File: src/rtl/mux4_rr_arbiter.sv
// rtl/mux4_rr_arbiter.sv - round-robin arbiter and sequencer for a 4-to-1 switch multiplexer
// Grants one of four requesters at a time, caps tenure at HOLD_CYCLES and registers the selected word.
module mux4_rr_arbiter #(
    parameter int W           = 2,
    parameter int HOLD_CYCLES = 4
) (
    input  logic           i_clk,
    input  logic           i_rst,
    input  logic [3:0]     i_req,
    input  logic [4*W-1:0] i_din,
    output logic [1:0]     o_sel,
    output logic [3:0]     o_gnt,
    output logic [W-1:0]   o_dout,
    output logic           o_dout_valid,
    output logic           o_busy
);

    localparam int HW = $clog2(HOLD_CYCLES + 1);

    typedef enum logic {S_IDLE, S_GRANT} state_t;

    state_t        r_state;
    state_t        w_next_state;
    logic [1:0]    r_sel;
    logic [1:0]    r_last;
    logic [3:0]    r_gnt;
    logic [W-1:0]  r_dout;
    logic          r_dout_valid;
    logic [HW-1:0] r_hold_cnt;

    logic [1:0]    w_pick_base;
    logic [1:0]    w_pick;
    logic          w_any;
    logic          w_release;

    // Scan last+1, last+2, last+3, last; iterating backwards lets the earliest hit win.
    function automatic logic [1:0] rr_pick(input logic [3:0] req, input logic [1:0] last);
        logic [1:0] idx;
        rr_pick = last;
        for (int k = 4; k >= 1; k--) begin
            idx = last + 2'(k);
            if (req[idx]) rr_pick = idx;
        end
    endfunction

    // A grant ending on release arbitrates as if last were the outgoing requester.
    assign w_pick_base = (r_state == S_GRANT) ? r_sel : r_last;
    assign w_pick      = rr_pick(i_req, w_pick_base);
    assign w_any       = |i_req;
    assign w_release   = (r_state == S_GRANT) &&
                         (!i_req[r_sel] || (r_hold_cnt == HW'(HOLD_CYCLES)));

    always_ff @(posedge i_clk or posedge i_rst) begin
        if (i_rst) begin
            r_state <= S_IDLE;
        end else begin
            r_state <= w_next_state;
        end
    end

    always_comb begin
        w_next_state = r_state;
        case (r_state)
            S_IDLE:  if (w_any) w_next_state = S_GRANT;
            S_GRANT: if (w_release && !w_any) w_next_state = S_IDLE;
            default: w_next_state = S_IDLE;
        endcase
    end

    always_ff @(posedge i_clk or posedge i_rst) begin
        if (i_rst) begin
            r_gnt        <= 4'b0000;
            r_sel        <= 2'd0;
            r_last       <= 2'd3;
            r_dout       <= '0;
            r_dout_valid <= 1'b0;
            r_hold_cnt   <= '0;
        end else if (r_state == S_IDLE) begin
            r_dout_valid <= 1'b0;
            if (w_any) begin
                r_gnt      <= 4'b0001 << w_pick;
                r_sel      <= w_pick;
                r_hold_cnt <= HW'(1);
            end
        end else begin
            r_dout       <= i_din[int'(r_sel)*W +: W];
            r_dout_valid <= 1'b1;
            if (w_release) begin
                r_last <= r_sel;
                if (w_any) begin
                    r_gnt      <= 4'b0001 << w_pick;
                    r_sel      <= w_pick;
                    r_hold_cnt <= HW'(1);
                end else begin
                    r_gnt      <= 4'b0000;
                    r_hold_cnt <= '0;
                end
            end else begin
                r_hold_cnt <= r_hold_cnt + HW'(1);
            end
        end
    end

    always_comb begin
        o_busy       = (r_state == S_GRANT);
        o_gnt        = r_gnt;
        o_sel        = r_sel;
        o_dout       = r_dout;
        o_dout_valid = r_dout_valid;
    end

endmodule
File: config.mk
export PLATFORM = sky130hd
export DESIGN_NAME = mux4_rr_arbiter
export DESIGN_NICKNAME = d
export VERILOG_FILES = /design/src/rtl/mux4_rr_arbiter.sv
export SDC_FILE = /design/constraint.sdc
export NUM_CORES = 1
export LEC_CHECK = 0
export CORE_ASPECT_RATIO = 0.75
export CORE_MARGIN = 2
export CORE_UTILIZATION = 40
export DETAILED_ROUTE_END_ITERATION = 6
export PLACE_DENSITY = 0.69
export SYNTH_ARGS = -nofsm -noshare
export SYNTH_HDL_FRONTEND = slang
export SYNTH_SLANG_ARGS = --single-unit
export TNS_END_PERCENT = 1
File: constraint.sdc
create_clock -name i_clk -period 2.29 [get_ports i_clk]
set_input_delay 0.3435 -clock i_clk [delete_from_list [all_inputs] [get_ports i_clk]]
set_output_delay 0.3435 -clock i_clk [all_outputs]
set_load 0.005 [all_outputs]
# Yosys cells after proc, flatten, opt, wreduce, memory -nomap -nowiden
# Index checks and enable logic that the tools add are counted.
classes:
  mux: 27
  addsub: 4
  reduce_logical: 9
  n_shift: 2
  div_mod_pow: 0
  order_cmp: 4
  bitwise: 1
  n_mul: 0
  n_eq_ne: 2
ops:
  columns: ["operator", "count"]
  rows:
  - ["$mux 4", 4]
  - ["$mux 2", 7]
  - ["$lt 2x3->1 const B", 4]
  - ["$mux 3", 3]
  - ["$bmux 1 s2", 4]
  - ["$mux 1", 8]
  - ["$shiftx 8x4->2", 1]
  - ["$add 2x2->2 const B", 2]
  - ["$reduce_and 2->1", 2]
  - ["$reduce_or 4->1", 1]
  - ["$shl 1x2->4 const A", 1]
  - ["$add 3x1->3 const B", 1]
  - ["$eq 3x3->1 const B", 1]
  - ["$add 2x1->2 const B", 1]
  - ["$logic_and 1x1->1", 2]
  - ["$logic_not 1->1", 2]
  - ["$ne 2x1->1 const B", 1]
  - ["$pmux 1 s2", 1]
  - ["$reduce_bool 2->1", 1]
  - ["$logic_or 1x1->1", 1]
  - ["$not 1->1", 1]
totals:
  elab_cells: 56
  in_bits: 14
  ramBits: 0
  mem_count: 0
  latchBits: 0
  mem_bits_ro: 0
  out_inout_bits: 10
  reg_bits: 15

# Longest topological paths before layout
logic_depth:
  word_depth: 11
  mapped_depth: 7
  ltp_nobuf: 6

# Worst setup path before layout
# OpenSTA, ideal clock, no wires.
synth_timing:
  kind: "reg-to-reg"
  startpoint: "reg r_state, in the netlist o_busy"
  endpoint: "reg r_gnt[0], in the netlist o_gnt[0]"
  required_ns: 2.169
  arrival_time_ns: 1.695
  setup_time_ns: 0.121
  stages_incl_launch_ff: 6
  period_less_slack_ns: 1.817
  slack_ns: 0.473
  path_buffers: 1
  path_cell_list: "dfrtp_1 > buf_2 > mux2i_1 > mux2_2 > o221a_2 > a32o_2"
synth_via:
  elab_chain_cells: 11
  word_cells_on_any_way: 22
  cone_classes: "3 x add/sub; 1 x eq/ne; 1 x shift; 14 x mux; 3 x reduce/logical"
synth_lines:
  columns: ["element", "line_no", "rtl"]
  rows:
  - ["from (decl)", "22", "state_t r_state;"]
  - ["from (signal assigned)", "57", "r_state <= w_next_state;"]
  - ["$mux 2", "47", "assign w_pick_base = (r_state == S_GRANT) ? r_sel : r_last;"]
  - ["$add 2x2->2", "41", "idx = last + 2'(k);"]
  - ["$bmux 1 s2", "42", "if (req[idx]) rr_pick = idx;"]
  - ["$mux 1 (not written as such)", "42", null]
  - ["$mux 2 (3 in series)", "42", null]
  - ["$shl 1x2->4", "81, 91", null]
  - ["$mux 4", "90", "if (w_any) begin"]
  - ["$mux 4", "88", "if (w_release) begin"]
  - ["$mux 4", "78", "end else if (r_state == S_IDLE) begin"]
  - ["to (signal assigned)", "81", "r_gnt <= 4'b0001 << w_pick;"]
  - ["to (signal assigned)", "91", "r_gnt <= 4'b0001 << w_pick;"]
  - ["to (decl)", "26", "logic [3:0] r_gnt;"]
# Several ways; a longest one is shown, not always the timed one. The select of a mux whose other input is x is not followed.
# A chain may end at the register's enable or synchronous reset.

# Worst setup path in the final report
layout_timing:
  startpoint: "reg r_sel[1], in the netlist o_sel[1]"
  endpoint: "reg r_gnt[0], in the netlist o_gnt[0]"
layout_via:
  elab_chain_cells: 11
  word_cells_on_any_way: 25
  cone_classes: "3 x add/sub; 1 x eq/ne; 1 x shift; 16 x mux; 4 x reduce/logical"
layout_lines:
  columns: ["element", "line_no", "rtl"]
  rows:
  - ["from (decl)", "24", "logic [1:0] r_sel;"]
  - ["from (signal assigned)", "82", "r_sel <= w_pick;"]
  - ["from (signal assigned)", "92", "r_sel <= w_pick;"]
  - ["$mux 2", "47", null]
  - ["$add 2x2->2", "41", null]
  - ["$bmux 1 s2", "42", null]
  - ["$mux 1 (not written as such)", "42", null]
  - ["$mux 2 (3 in series)", "42", null]
  - ["$shl 1x2->4", "81, 91", null]
  - ["$mux 4", "90", null]
  - ["$mux 4", "88", null]
  - ["$mux 4", "78", null]
# Several ways; a longest one is shown, not always the timed one. The select of a mux whose other input is x is not followed.

==> flow_metrics.py <==
metrics = {
    "critical_path": {
        "ff2ff_path_depth": 4,
        "critPathKind": "reg2reg",
        "cp-end-kind": "flop",
        "startpoint_type": "flop",
        "required_ns": 2.48,
        "worst_ep_arrival_time_ns": 2.05,
        "crit_fanout": 8,
    },
    "sta": {
        "maxSlewHeadroom_pct": 63.96,
        "drv_slew": 0,
        "setup_viol": 0,
        "finalCriticalPeriod_ns": 1.862,
        "hold_violations": 0,
        "grt_setup_unrepaired": "false",
        "fmax_mhz": 537.1,
        "finalClockSkew_ns": 0.0009224,
        "fin_ws_ns": 0.4280,
        "fin_setup_tns_ns": 0,
        "holdWs_ns": 0.4030,
        "worst_pin_slew_ns": 0.5400,
        "fin_crit_sh_pct": 81.31,
    },
    "routing": {
        "wire_per_inst_um": 14.67,
        "first_iter_violations": 9,
        "ant_nets": 0,
        "wirelength_um": 1834,
        "post_drt_via_cell_ratio": 5.400,
        "dr.pass1.iters": 4,
        "num_vias": 675,
        "drc": 0,
    },
    "global_routing": {
        "grt_pass1_wl_um": 3139,
        "grt_overflow": 0,
        "grt_use_total_pct": 17.01,
        "antenna_found_initial": 0,
        "grt_max_degree": 16,
        "grt_pass1_vias": 704,
    },
    "finish": {
        "nNetsFinal": 118,
        "drive_gt1_share_pct": 22.77,
        "synthToLayoutAreaGrowth_pct": 34.51,
        "final_cells": 125,
        "diodes": 0,
    },
    "power": {
        "p_leak_nw": 0.4959,
        "power_density_nw_per_um2": 1116,
        "peakVddDrop_mv": 0.7641,
    },
    "clocking": {
        "clkTransAtPathRegs_ns": 0.08,
        "htree_num_levels": 1,
        "cts_buffer_depth": 2,
        "cts_resized": 0,
        "cts_tree": "done",
        "cts_root_buf": "clkbuf_4",
        "clk_latency_ns": 0.29,
        "hold_buffers": 0,
        "post_cts_buffers": 0,
        "cts_buffers": 3,
        "clock-sinks": 15,
    },
    "yosys": {
        "synth.top_cells.by_area": "dfrtp_1, mux2_2, dfstp_2",
        "synth-edff-count": 0,
        "ys_seq_area_share_pct": 44.35,
        "synth_cell_types": 30,
        "ys_warn_count": 0,
        "synth_ff_type": "dfrtp_1",
        "synth_top_area_share_pct": 38.18,
        "yosys_register_bits": 15,
        "syn-instance-count": 73,
        "syn_area_sq_um": 852.1,
        "yosys.area.top_type": "dfrtp_1",
        "synthArstFlopShare_pct": 100.0,
        "syn_avg_cell_area_sq_um": 11.67,
        "syn_nets": 89,
    },
    "place": {
        "dp_cells": 121,
        "place.gp.congestion": 0.7373,
        "dp_hpwl_um": 1403,
        "dp_worst_setup_slack_ns": 0.1619,
        "port_buffers": 23,
    },
    "floorplan": {
        "initial_core_util_pct": 42.30,
        "io_pins": 24,
        "dieArea_sq_um": 2519,
        "num_rows": 14,
        "core_sq_um": 2014,
        "die_height_um": 43.97,
        "die_w_um": 57.30,
    },
    "run": {
        "max_cap_viol_count": 0,
    },
    "min_path": {
        "hold_class": "in2async",
    },
    "outcome": {
        "status": "finished, final reports clean",
    },
}
layout make-up:
class | count | area [sq um]
clock buffer | 3 | 22.52
clock inverter | 1 | 5.005
fill | 175 | 868.3
inverter | 6 | 22.52
multi-input combinational | 50 | 435.4
sequential | 15 | 377.9
tap | 24 | 30.03
timing repair buffer | 26 | 252.7
cell usage after synthesis, drive strengths merged (2+ instances only):
| cell | n |
|---|---|
| o31ai | 2 |
| a21oi | 2 |
| o221ai | 2 |
| dfstp | 2 |
| ha | 2 |
| mux4 | 3 |
| o21ai | 8 |
| dfrtp | 13 |
| a21boi | 3 |
| nor2 | 4 |
| a32o | 2 |
| inv | 6 |
| nand2 | 5 |
| mux2 | 7 |
| buf | 2 |
where the power goes:
| part | internal, W | total, W | switching [W] |
|---|---|---|---|
| combinational | 0.000389 | 0.000646 | 0.000257 |
| sequential | 0.000384 | 0.000484 | 0.000100 |
| clock | 0.0000651 | 0.000149 | 0.0000840 |
state kept, by name (all words and copies together), names as in the netlist:
register / cells
o_busy: 1
o_dout: 2
o_dout_valid: 1
o_gnt: 4
o_sel: 2
r_hold_cnt: 3
r_last: 2
metal layers:
metal / GRT usage [%] / share of wire, % / vias to the layer above
met5: 0 / 0 / -
met4: 4.186 / 0.49 / 0
li1: - / - / 331
met2: 27.36 / 44 / 27
met3: 7.463 / 9.2 / 2
met1: 21.32 / 46 / 315
kinds of logic after synthesis:
family / share of synthesized area, %
AND/OR/NAND/NOR: 9.252
adder cells (fa/ha/maj): 2.936
multiplexers: 19.68
flip-flops: 44.35
buffers and inverters: 4.551
AO/OA/AOI/OAI: 19.24
metrics by stage:
step	total power, W	instance area [sq um]	util (%)
after floorplan	0.0009036	852.1	-
after global placement	0.001118	1119	55.53
after detailed placement	0.001135	1119	55.53
after CTS	0.001290	1146	56.89
after global routing	0.001387	1146	56.89
final	0.001279	1146	56.89
cell usage in the layout (no fill, tap or decap):
cell / n
nand2_1: 5
a32o_2: 1
dfrtp_1: 13
and3b_2: 1
mux4_1: 2
ha_1: 2
inv_1: 6
clkbuf_4: 3
clkdlybuf4s50_1: 23
o21ai_0: 8
nor2_1: 4
and2_4: 1
a21oi_1: 2
or2_1: 1
mux2i_1: 1
mux2_2: 6
clkinv_2: 1
mux4_2: 1
a22o_2: 1
o31ai_1: 2
dfstp_2: 2
buf_4: 3
nand2b_4: 1
a32oi_1: 1
o221a_2: 1
a21boi_1: 1
o221ai_1: 2
a21boi_0: 2
a32o_1: 1
o21a_1: 1
mux2_4: 1
nor4_1: 1
worst max-delay path: stages (launching register included):
cell and delay, ns:
dfrtp_1 0.52, mux4_2 0.59, and2_4 0.19, or2_1 0.25, a32o_2 0.22
final timing paths:
check / start / to / slack (ns)
worst max-delay path: o_sel[1] / o_gnt[0] / 0.43
worst min-delay path: i_rst / o_dout_valid / 0.40
worst max register to register: o_sel[1] / o_gnt[0] / 0.43
worst min register to register: o_gnt[0] / o_gnt[0] / 0.51
max in group asynchronous: i_rst / r_last[1] / 1.52
min in group i_clk: o_gnt[0] / o_gnt[0] / 0.51
Note: power is estimated with default switching activity, not from simulation.
